==> src/rtl/id_stage.sv <==
// rtl/id_stage.sv - MIPS decode stage: IF/ID latch, register file, control decode,
// sign-extend, load-use hazard detection and the ID/EX pipeline register.
module id_stage #(
    parameter int          REG_COUNT = 32,
    parameter logic [31:0] NOP_WORD  = 32'h0000_0000
) (
    input  logic        clk,
    input  logic        rst,
    input  logic [31:0] instruction_in,
    input  logic [31:0] pc_plus_four_in,
    input  logic        in_flush,
    input  logic        in_reg_write,
    input  logic [4:0]  in_write_reg,
    input  logic [31:0] in_write_data,
    input  logic        in_ex_mem_read,
    input  logic [4:0]  in_ex_rt,
    output logic        stall_out,
    output logic [31:0] read_data1_out,
    output logic [31:0] read_data2_out,
    output logic [31:0] sign_ext_out,
    output logic [31:0] branch_target_out,
    output logic [31:0] pc_plus_four_out,
    output logic [4:0]  rs_out,
    output logic [4:0]  rt_out,
    output logic [4:0]  rd_out,
    output logic [5:0]  funct_out,
    output logic        reg_dst_out,
    output logic        alu_src_out,
    output logic        mem_to_reg_out,
    output logic        reg_write_out,
    output logic        mem_read_out,
    output logic        mem_write_out,
    output logic        branch_out,
    output logic [1:0]  alu_op_out
);

    localparam logic [5:0] OP_RTYPE = 6'b000000;
    localparam logic [5:0] OP_LW    = 6'b100011;
    localparam logic [5:0] OP_SW    = 6'b101011;
    localparam logic [5:0] OP_BEQ   = 6'b000100;
    localparam logic [5:0] OP_ADDI  = 6'b001000;

    logic [31:0] instr_q, instr_d;
    logic [31:0] pc_q, pc_d;
    logic [31:0] regs_q [REG_COUNT];

    logic [5:0]  opcode;
    logic [4:0]  rs, rt, rd;
    logic [5:0]  funct;
    logic [15:0] imm;
    logic [31:0] sign_ext;
    logic [31:0] rd1, rd2;
    logic        we;
    logic        uses_rt;
    logic        stall;
    logic        squash;

    logic        c_reg_dst, c_alu_src, c_mem_to_reg, c_reg_write;
    logic        c_mem_read, c_mem_write, c_branch;
    logic [1:0]  c_alu_op;

    logic [31:0] rd1_q, rd2_q, sext_q, bt_q, pc4_q;
    logic [4:0]  rs_q, rt_q, rd_q;
    logic [5:0]  funct_q;
    logic        reg_dst_q, alu_src_q, mem_to_reg_q, reg_write_q;
    logic        mem_read_q, mem_write_q, branch_q;
    logic [1:0]  alu_op_q;

    assign opcode   = instr_q[31:26];
    assign rs       = instr_q[25:21];
    assign rt       = instr_q[20:16];
    assign rd       = instr_q[15:11];
    assign funct    = instr_q[5:0];
    assign imm      = instr_q[15:0];
    assign sign_ext = {{16{imm[15]}}, imm};

    // Only instructions that actually source rt can collide with a load's rt.
    assign uses_rt = (opcode == OP_RTYPE) | (opcode == OP_SW) | (opcode == OP_BEQ);
    assign stall   = ~rst & in_ex_mem_read & (in_ex_rt != 5'd0)
                   & ((in_ex_rt == rs) | ((in_ex_rt == rt) & uses_rt));
    assign stall_out = stall;
    assign squash    = stall | in_flush;

    always_comb begin
        instr_d = instr_q;
        pc_d    = pc_q;
        if (in_flush) begin
            instr_d = NOP_WORD;
            pc_d    = '0;
        end else if (!stall) begin
            instr_d = instruction_in;
            pc_d    = pc_plus_four_in;
        end
    end

    always_ff @(posedge clk or posedge rst) begin
        if (rst) begin
            instr_q <= '0;
            pc_q    <= '0;
        end else begin
            instr_q <= instr_d;
            pc_q    <= pc_d;
        end
    end

    assign we = in_reg_write & (in_write_reg != 5'd0);

    always_ff @(posedge clk or posedge rst) begin
        if (rst) begin
            for (int i = 0; i < REG_COUNT; i++) begin
                regs_q[i] <= '0;
            end
        end else if (we) begin
            regs_q[in_write_reg] <= in_write_data;
        end
    end

    // Write-through: a write-back landing this cycle is visible to the decode read.
    always_comb begin
        rd1 = '0;
        rd2 = '0;
        if (rs != 5'd0) begin
            rd1 = (we && in_write_reg == rs) ? in_write_data : regs_q[rs];
        end
        if (rt != 5'd0) begin
            rd2 = (we && in_write_reg == rt) ? in_write_data : regs_q[rt];
        end
    end

    always_comb begin
        c_reg_dst    = 1'b0;
        c_alu_src    = 1'b0;
        c_mem_to_reg = 1'b0;
        c_reg_write  = 1'b0;
        c_mem_read   = 1'b0;
        c_mem_write  = 1'b0;
        c_branch     = 1'b0;
        c_alu_op     = 2'b00;
        case (opcode)
            OP_RTYPE: begin
                c_reg_dst   = 1'b1;
                c_reg_write = (instr_q != 32'h0);
                c_alu_op    = 2'b10;
            end
            OP_LW: begin
                c_alu_src    = 1'b1;
                c_mem_to_reg = 1'b1;
                c_reg_write  = 1'b1;
                c_mem_read   = 1'b1;
            end
            OP_SW: begin
                c_alu_src   = 1'b1;
                c_mem_write = 1'b1;
            end
            OP_BEQ: begin
                c_branch = 1'b1;
                c_alu_op = 2'b01;
            end
            OP_ADDI: begin
                c_alu_src   = 1'b1;
                c_reg_write = 1'b1;
            end
            default: ;
        endcase
    end

    always_ff @(posedge clk or posedge rst) begin
        if (rst) begin
            rd1_q        <= '0;
            rd2_q        <= '0;
            sext_q       <= '0;
            bt_q         <= '0;
            pc4_q        <= '0;
            rs_q         <= '0;
            rt_q         <= '0;
            rd_q         <= '0;
            funct_q      <= '0;
            reg_dst_q    <= 1'b0;
            alu_src_q    <= 1'b0;
            mem_to_reg_q <= 1'b0;
            reg_write_q  <= 1'b0;
            mem_read_q   <= 1'b0;
            mem_write_q  <= 1'b0;
            branch_q     <= 1'b0;
            alu_op_q     <= 2'b00;
        end else begin
            rd1_q   <= rd1;
            rd2_q   <= rd2;
            sext_q  <= sign_ext;
            bt_q    <= pc_q + {sign_ext[29:0], 2'b00};
            pc4_q   <= pc_q;
            rs_q    <= rs;
            rt_q    <= rt;
            rd_q    <= rd;
            funct_q <= funct;
            // Stall inserts a bubble; flush squashes the wrong-path instruction.
            reg_dst_q    <= squash ? 1'b0  : c_reg_dst;
            alu_src_q    <= squash ? 1'b0  : c_alu_src;
            mem_to_reg_q <= squash ? 1'b0  : c_mem_to_reg;
            reg_write_q  <= squash ? 1'b0  : c_reg_write;
            mem_read_q   <= squash ? 1'b0  : c_mem_read;
            mem_write_q  <= squash ? 1'b0  : c_mem_write;
            branch_q     <= squash ? 1'b0  : c_branch;
            alu_op_q     <= squash ? 2'b00 : c_alu_op;
        end
    end

    assign read_data1_out    = rd1_q;
    assign read_data2_out    = rd2_q;
    assign sign_ext_out      = sext_q;
    assign branch_target_out = bt_q;
    assign pc_plus_four_out  = pc4_q;
    assign rs_out            = rs_q;
    assign rt_out            = rt_q;
    assign rd_out            = rd_q;
    assign funct_out         = funct_q;
    assign reg_dst_out       = reg_dst_q;
    assign alu_src_out       = alu_src_q;
    assign mem_to_reg_out    = mem_to_reg_q;
    assign reg_write_out     = reg_write_q;
    assign mem_read_out      = mem_read_q;
    assign mem_write_out     = mem_write_q;
    assign branch_out        = branch_q;
    assign alu_op_out        = alu_op_q;

endmodule

==> config.mk <==
export PLATFORM = sky130hd
export DESIGN_NAME = id_stage
export DESIGN_NICKNAME = d
export VERILOG_FILES = /design/src/rtl/id_stage.sv
export SDC_FILE = /design/constraint.sdc
export NUM_CORES = 2
export LEC_CHECK = 0
export ABC_AREA = 1
export CAP_MARGIN = 10
export CORE_ASPECT_RATIO = 0.6
export CORE_UTILIZATION = 30
export DETAILED_ROUTE_END_ITERATION = 12
export DONT_BUFFER_PORTS = 1
export PLACE_DENSITY = 0.41
export SETUP_SLACK_MARGIN = 0.3
export SYNTH_ARGS = -nofsm -noshare
export SYNTH_HDL_FRONTEND = slang
export SYNTH_SLANG_ARGS = --single-unit
==> constraint.sdc <==
create_clock -name clk -period 48.8 [get_ports clk]
set_input_delay 9.76 -clock clk [delete_from_list [all_inputs] [get_ports clk]]
set_output_delay 9.76 -clock clk [all_outputs]
set_load 0.05 [all_outputs]
# After elaboration in Yosys (flattened, before gate mapping)

Index checks and enable logic that the tools add are counted.
Widths: inputs -> output; s select.

Flip-flop bits (word level): 1261
Input bits: 111
Output and inout bits: 191
Word-level logic and storage cells: 119

Add/subtract/negate cells: 1
Order comparisons: 4
Eq/ne operators: 9
Muxes and demuxes: 31
Bitwise gates (word level): 13
Reductions and logical operators: 11

Operators by type and width:

| operator           | number |
|---|---|
| $bwmux 1024        | 1 |
| $mux 32            | 13 |
| $bmux 32 s5        | 2 |
| $demux 32 s5       | 1 |
| $add 32x32->32     | 1 |
| $reduce_bool 32->1 | 1 |
| $eq 5x5->1         | 4 |
| $reduce_bool 5->1  | 4 |
| $ge 6x6->1 const B | 3 |
| $not 5->6          | 3 |
| $eq 6x6->1 const B | 2 |
| $mux 1             | 11 |
| $eq 6x3->1 const B | 1 |
| $eq 6x4->1 const B | 1 |
| $logic_not 6->1    | 1 |
| $lt 6x1->1 const B | 1 |
| $and 1x1->1        | 5 |
| $or 1x1->1         | 4 |
| $pmux 2 s2         | 1 |
| $logic_and 1x1->1  | 3 |
| $reduce_or 3->1    | 1 |
| $mux 2             | 1 |
| $ne 2x2->1 const B | 1 |
| $pmux 1 s2         | 1 |
| other kinds (2)    | 2 |

# Depth between registers and ports, before layout

Depth after elaboration: 8
Depth in mapped cells: 14

# Least setup slack after synthesis

OpenSTA, ideal clock, no wires.

Kind: in2out
Start point: in rst
End point: out stall_out
Arrival time: 37242 ps
Path slack: 1798 ps
Cell stages on the path: 6
Path buffers: 1
Cells stage by stage: inv_1 > nand3_1 > inv_1 > nand2_1 > buf_2 > inv_1

Cells in the longest elaborated chain, start to end: 4

RTL lines:

| item                     | line | text |
|---|---|---|
| start, declared          | 8    | `input logic rst,` |
| $not 1->1                | 79   | `assign stall = ~rst & in_ex_mem_read & (in_ex_rt != 5'd0)` |
| $and 1x1->1 (2 in a row) | 79   |  |
| $and 1x1->1              | 80   | `& ((in_ex_rt == rs) \| ((in_ex_rt == rt) & uses_rt));` |
| end, declared            | 17   | `output logic stall_out,` |

Every way passes these cells.

# Final worst setup path

Ends and elaborated chain as after synthesis.

==> impl_results.md <==
* Worst-margin pin slew at 1170 ps
* Critical path fanouts, max at 70
* FF-to-FF End: read_data2_out[3]
* Hold EP: regs_q[993]
* Reg2Reg Setup Slack at 44070 ps
* Arrival time of the worst setup path at about 11000 ps
* Status: finished clean
* Largest net degree at the start of global routing at between 150 and 200
* Reg clk slew, reported paths at roughly 60 ps
* PwrDens at 42.1 nW/um^2
* Crit path max-delay cell type: inv_1
* Max-slew violation count at 0
* Die ar. at 223000 um^2
* Mapped Area at 66200 um^2
* CTS resizes at 0
* DR pass1 iterations at 6
* FFs w/ async S/R, synth at 1.00
* Sw frac at 0.329
* Final hold viol count at 0
* Final worst-path cycle share at 0.423
* Hold WC Path Type: flop to flop
* CP Launch Type: input pin
* Clock Skews at 42.3 ps
* Grt ovf at 0
* Flops & latches, synth at ~1200
* Fin cells at 11198
* Post-route setup TNS at 0 ps
* Crit. End Element: output port
* Hold path cells at 0
* Clk sinks at 1248
* Flop pwr share at 0.454
* Ports at 302
* CTS tree: yes
* Seq/Total Area, Yosys at 0.472
* Fin crit period at 20630 ps
* Worst Reg-to-Reg Cells at 12
* GRT Total Usage at 0.263
* CP Class: input pin to output port
* Reg2reg start: instr_q[17]
* Post-DP HPWL at about 170000 um
* Synth Area per Inst at 7.61 um^2
* CP Cell Sequence: inv_8 -> nand3_1 -> inv_1 -> nand2_2 -> inv_1
* Vias in the first global route at 55138
* Synth Area in XOR/XNOR at 0.00463
* Gpl congestion at 0.891
* Number of synthesized flops with an enable pin at 0
* Ys flop type: dfrtp_1
* Main combinational cell family by area after synthesis: compound AO/OA/AOI/OAI gates
* DR vias at between 60000 and 70000
* Synth top area share at 0.472
* Clock latency on the worst-skew pair at 820 ps
* PnR worst setup slack at around 28000 ps
* Die W at 609 um
* Routed Antenna Nets at 0
* Leak at 32.0 nW
* Worst Path Required at between 30000 and 40000 ps
* I/O Buffers at 0
* Synth Instances at 8703
* Placed Cells at 10953
* # fillers at 23134
* DR WL/cell at 26.7 um
* DRT iter0 DRCs at 8269
* Commonest cells after routing, fill and taps aside: 2143 x nand2_1, 1562 x o21ai_0, 1237 x dfrtp_1, 742 x nand3_1, 641 x inv_1
* Post-synth top area cell: dfrtp_1
* Clk pwr share at 0.372
* Net Switching at 0.999 mW
* Fin Hold WS at between 300 and 400 ps
* Clock root cell: clkbuf_16
* H-tree depth at 4
* Die Height at 366 um
* Vias per cell at 5.45
* Int Pwr at 2.04 mW
* Net Count, Synth at 8844
* # DRC at 0
* HP Start: regs_q[993]
* DP Worst Slack at 28100 ps
* Final nets at between 8000 and 9000
* Post-Synth Adder-Cell Area at 0.00578
* Initial antenna violation count at 16
* Total CTS buffers at 143
* Fraction of the mapped netlist area in compound gates at 0.216
* Critical path's most frequent cell: inv_1
* CP max stage delay at 330 ps
* CTS Buffer Depth at 4
* Core outline area at ~220000 um^2
* Final setup violation count at 0
* Fmax achieved at 0.0485 GHz
* Share of cells above drive strength 1 at 0.0549
* Slew headroom at 0.217
* Commonest non-fill, non-tap cell in the layout: nand2_1
* Max VDD drop at 0.0231 mV
* Yosys cell types at 41
* Row cnt at 133
* Synth area leaders: dfrtp_1 47%, nand2_1 12%, o21ai_0 12%, nand3_1 5.6%, o211ai_1 4.8%
* Post-CTS Repair Setup Buffers at 0
* Hold buffers post-CTS at 0
* Post-Synth Simple-Gate Area at 0.208
* Max_cap viols at 0
* Unrepaired setup endpoints after global routing: false
* Core Util, Final at 0.329
* Final wirelength at 300000 um
* Synth Warn # at 0
* Global-route wire length before repair at roughly 430000 um
* Part of the power in combinational logic at 0.173
* Mux cell area share after synthesis at 0
* Initial core utilization at 0.302
* Layout area overhead at 8.98%
-- power by group through the flow --
| stage | Clock [mW] | Sequential [mW] | Combinational, mW |
|---|---|---|---|
| 2_1_floorplan | 0 | 1.36 | 0.384 |
| 3_3_place_gp | 0 | 1.39 | 0.512 |
| 3_5_place_dp | 0 | 1.39 | 0.521 |
| 4_1_cts | 1.15 | 1.38 | 0.523 |
| 5_1_grt | 1.20 | 1.40 | 0.600 |
| 6_report | 1.13 | 1.38 | 0.527 |
-- routing by layer --
layer | GRT usage | vias to the layer above | share of wire
met5 | 0 | - | 0.000077
met4 | 0.0565 | 4 | 0.023
met3 | 0.0429 | 366 | 0.078
met2 | 0.363 | 2764 | 0.40
met1 | 0.419 | 29954 | 0.50
li1 | - | 27915 | -
-- cells in the mapped netlist, types with 57 or more instances --
master	instances
a21oi_1	494
buf_1	57
buf_2	293
buf_4	77
clkbuf_1	328
dfrtp_1	1248
inv_1	646
nand2_1	2149
nand3_1	742
nor2_1	307
o211ai_1	421
o21ai_0	1562
o21ai_1	153
-- worst max-delay path by stage --
stage	startpoint	end	slack, ps	depth (start not counted)
final	rst	stall_out	28170	5
after floorplan	rst	stall_out	1800	6
after global routing	rst	stall_out	28030	5
after detailed placement	rst	stall_out	28100	5
after global placement	rst	stall_out	28080	5
after CTS	rst	stall_out	28110	5
-- per-stage QoR --
stage	power [mW]	area, um^2
after global routing	3.20	72200
after detailed placement	1.92	67400
after CTS	3.05	72200
after floorplan	1.74	66200
final	3.04	72200
after global placement	1.90	67400
-- critical path: cells and delay by family --
kind          cells  cell delay [ps]
buf+inv           3              760
simple gates      2              240
-- cells by family after synthesis --
| kind of cell | Yosys count |
|---|---|
| compound gates | 2645 |
| xor+xnor | 35 |
| fa+ha+maj | 30 |
| buf+inv | 1437 |
| flops | 1248 |
| simple gates | 3308 |
-- sequential cells by signal, summed over array words and instances, names as in the netlist, 6 cells and up --
name and count:
instr_q 32, read_data2_out 32, read_data1_out 32, pc_q 32
sign_ext_out 6, pc_plus_four_out 32, branch_target_out 30, regs_q 1024
-- layout make-up --
class / count / area [um^2] / area share
flip-flops and latches: 1248 / 31300 / 0.433
multi-input cells: 6018 / 29000 / 0.401
clock buffers: 213 / 4310 / 0.0597
well taps: 2902 / 3630 / 0.0503
inverters: 662 / 2520 / 0.0350
repair buffers: 123 / 1070 / 0.0148
clock inverters: 27 / 397 / 0.00550
diodes: 5 / 12.5 / 0.000173
Power figures use the tool's default switching activity.
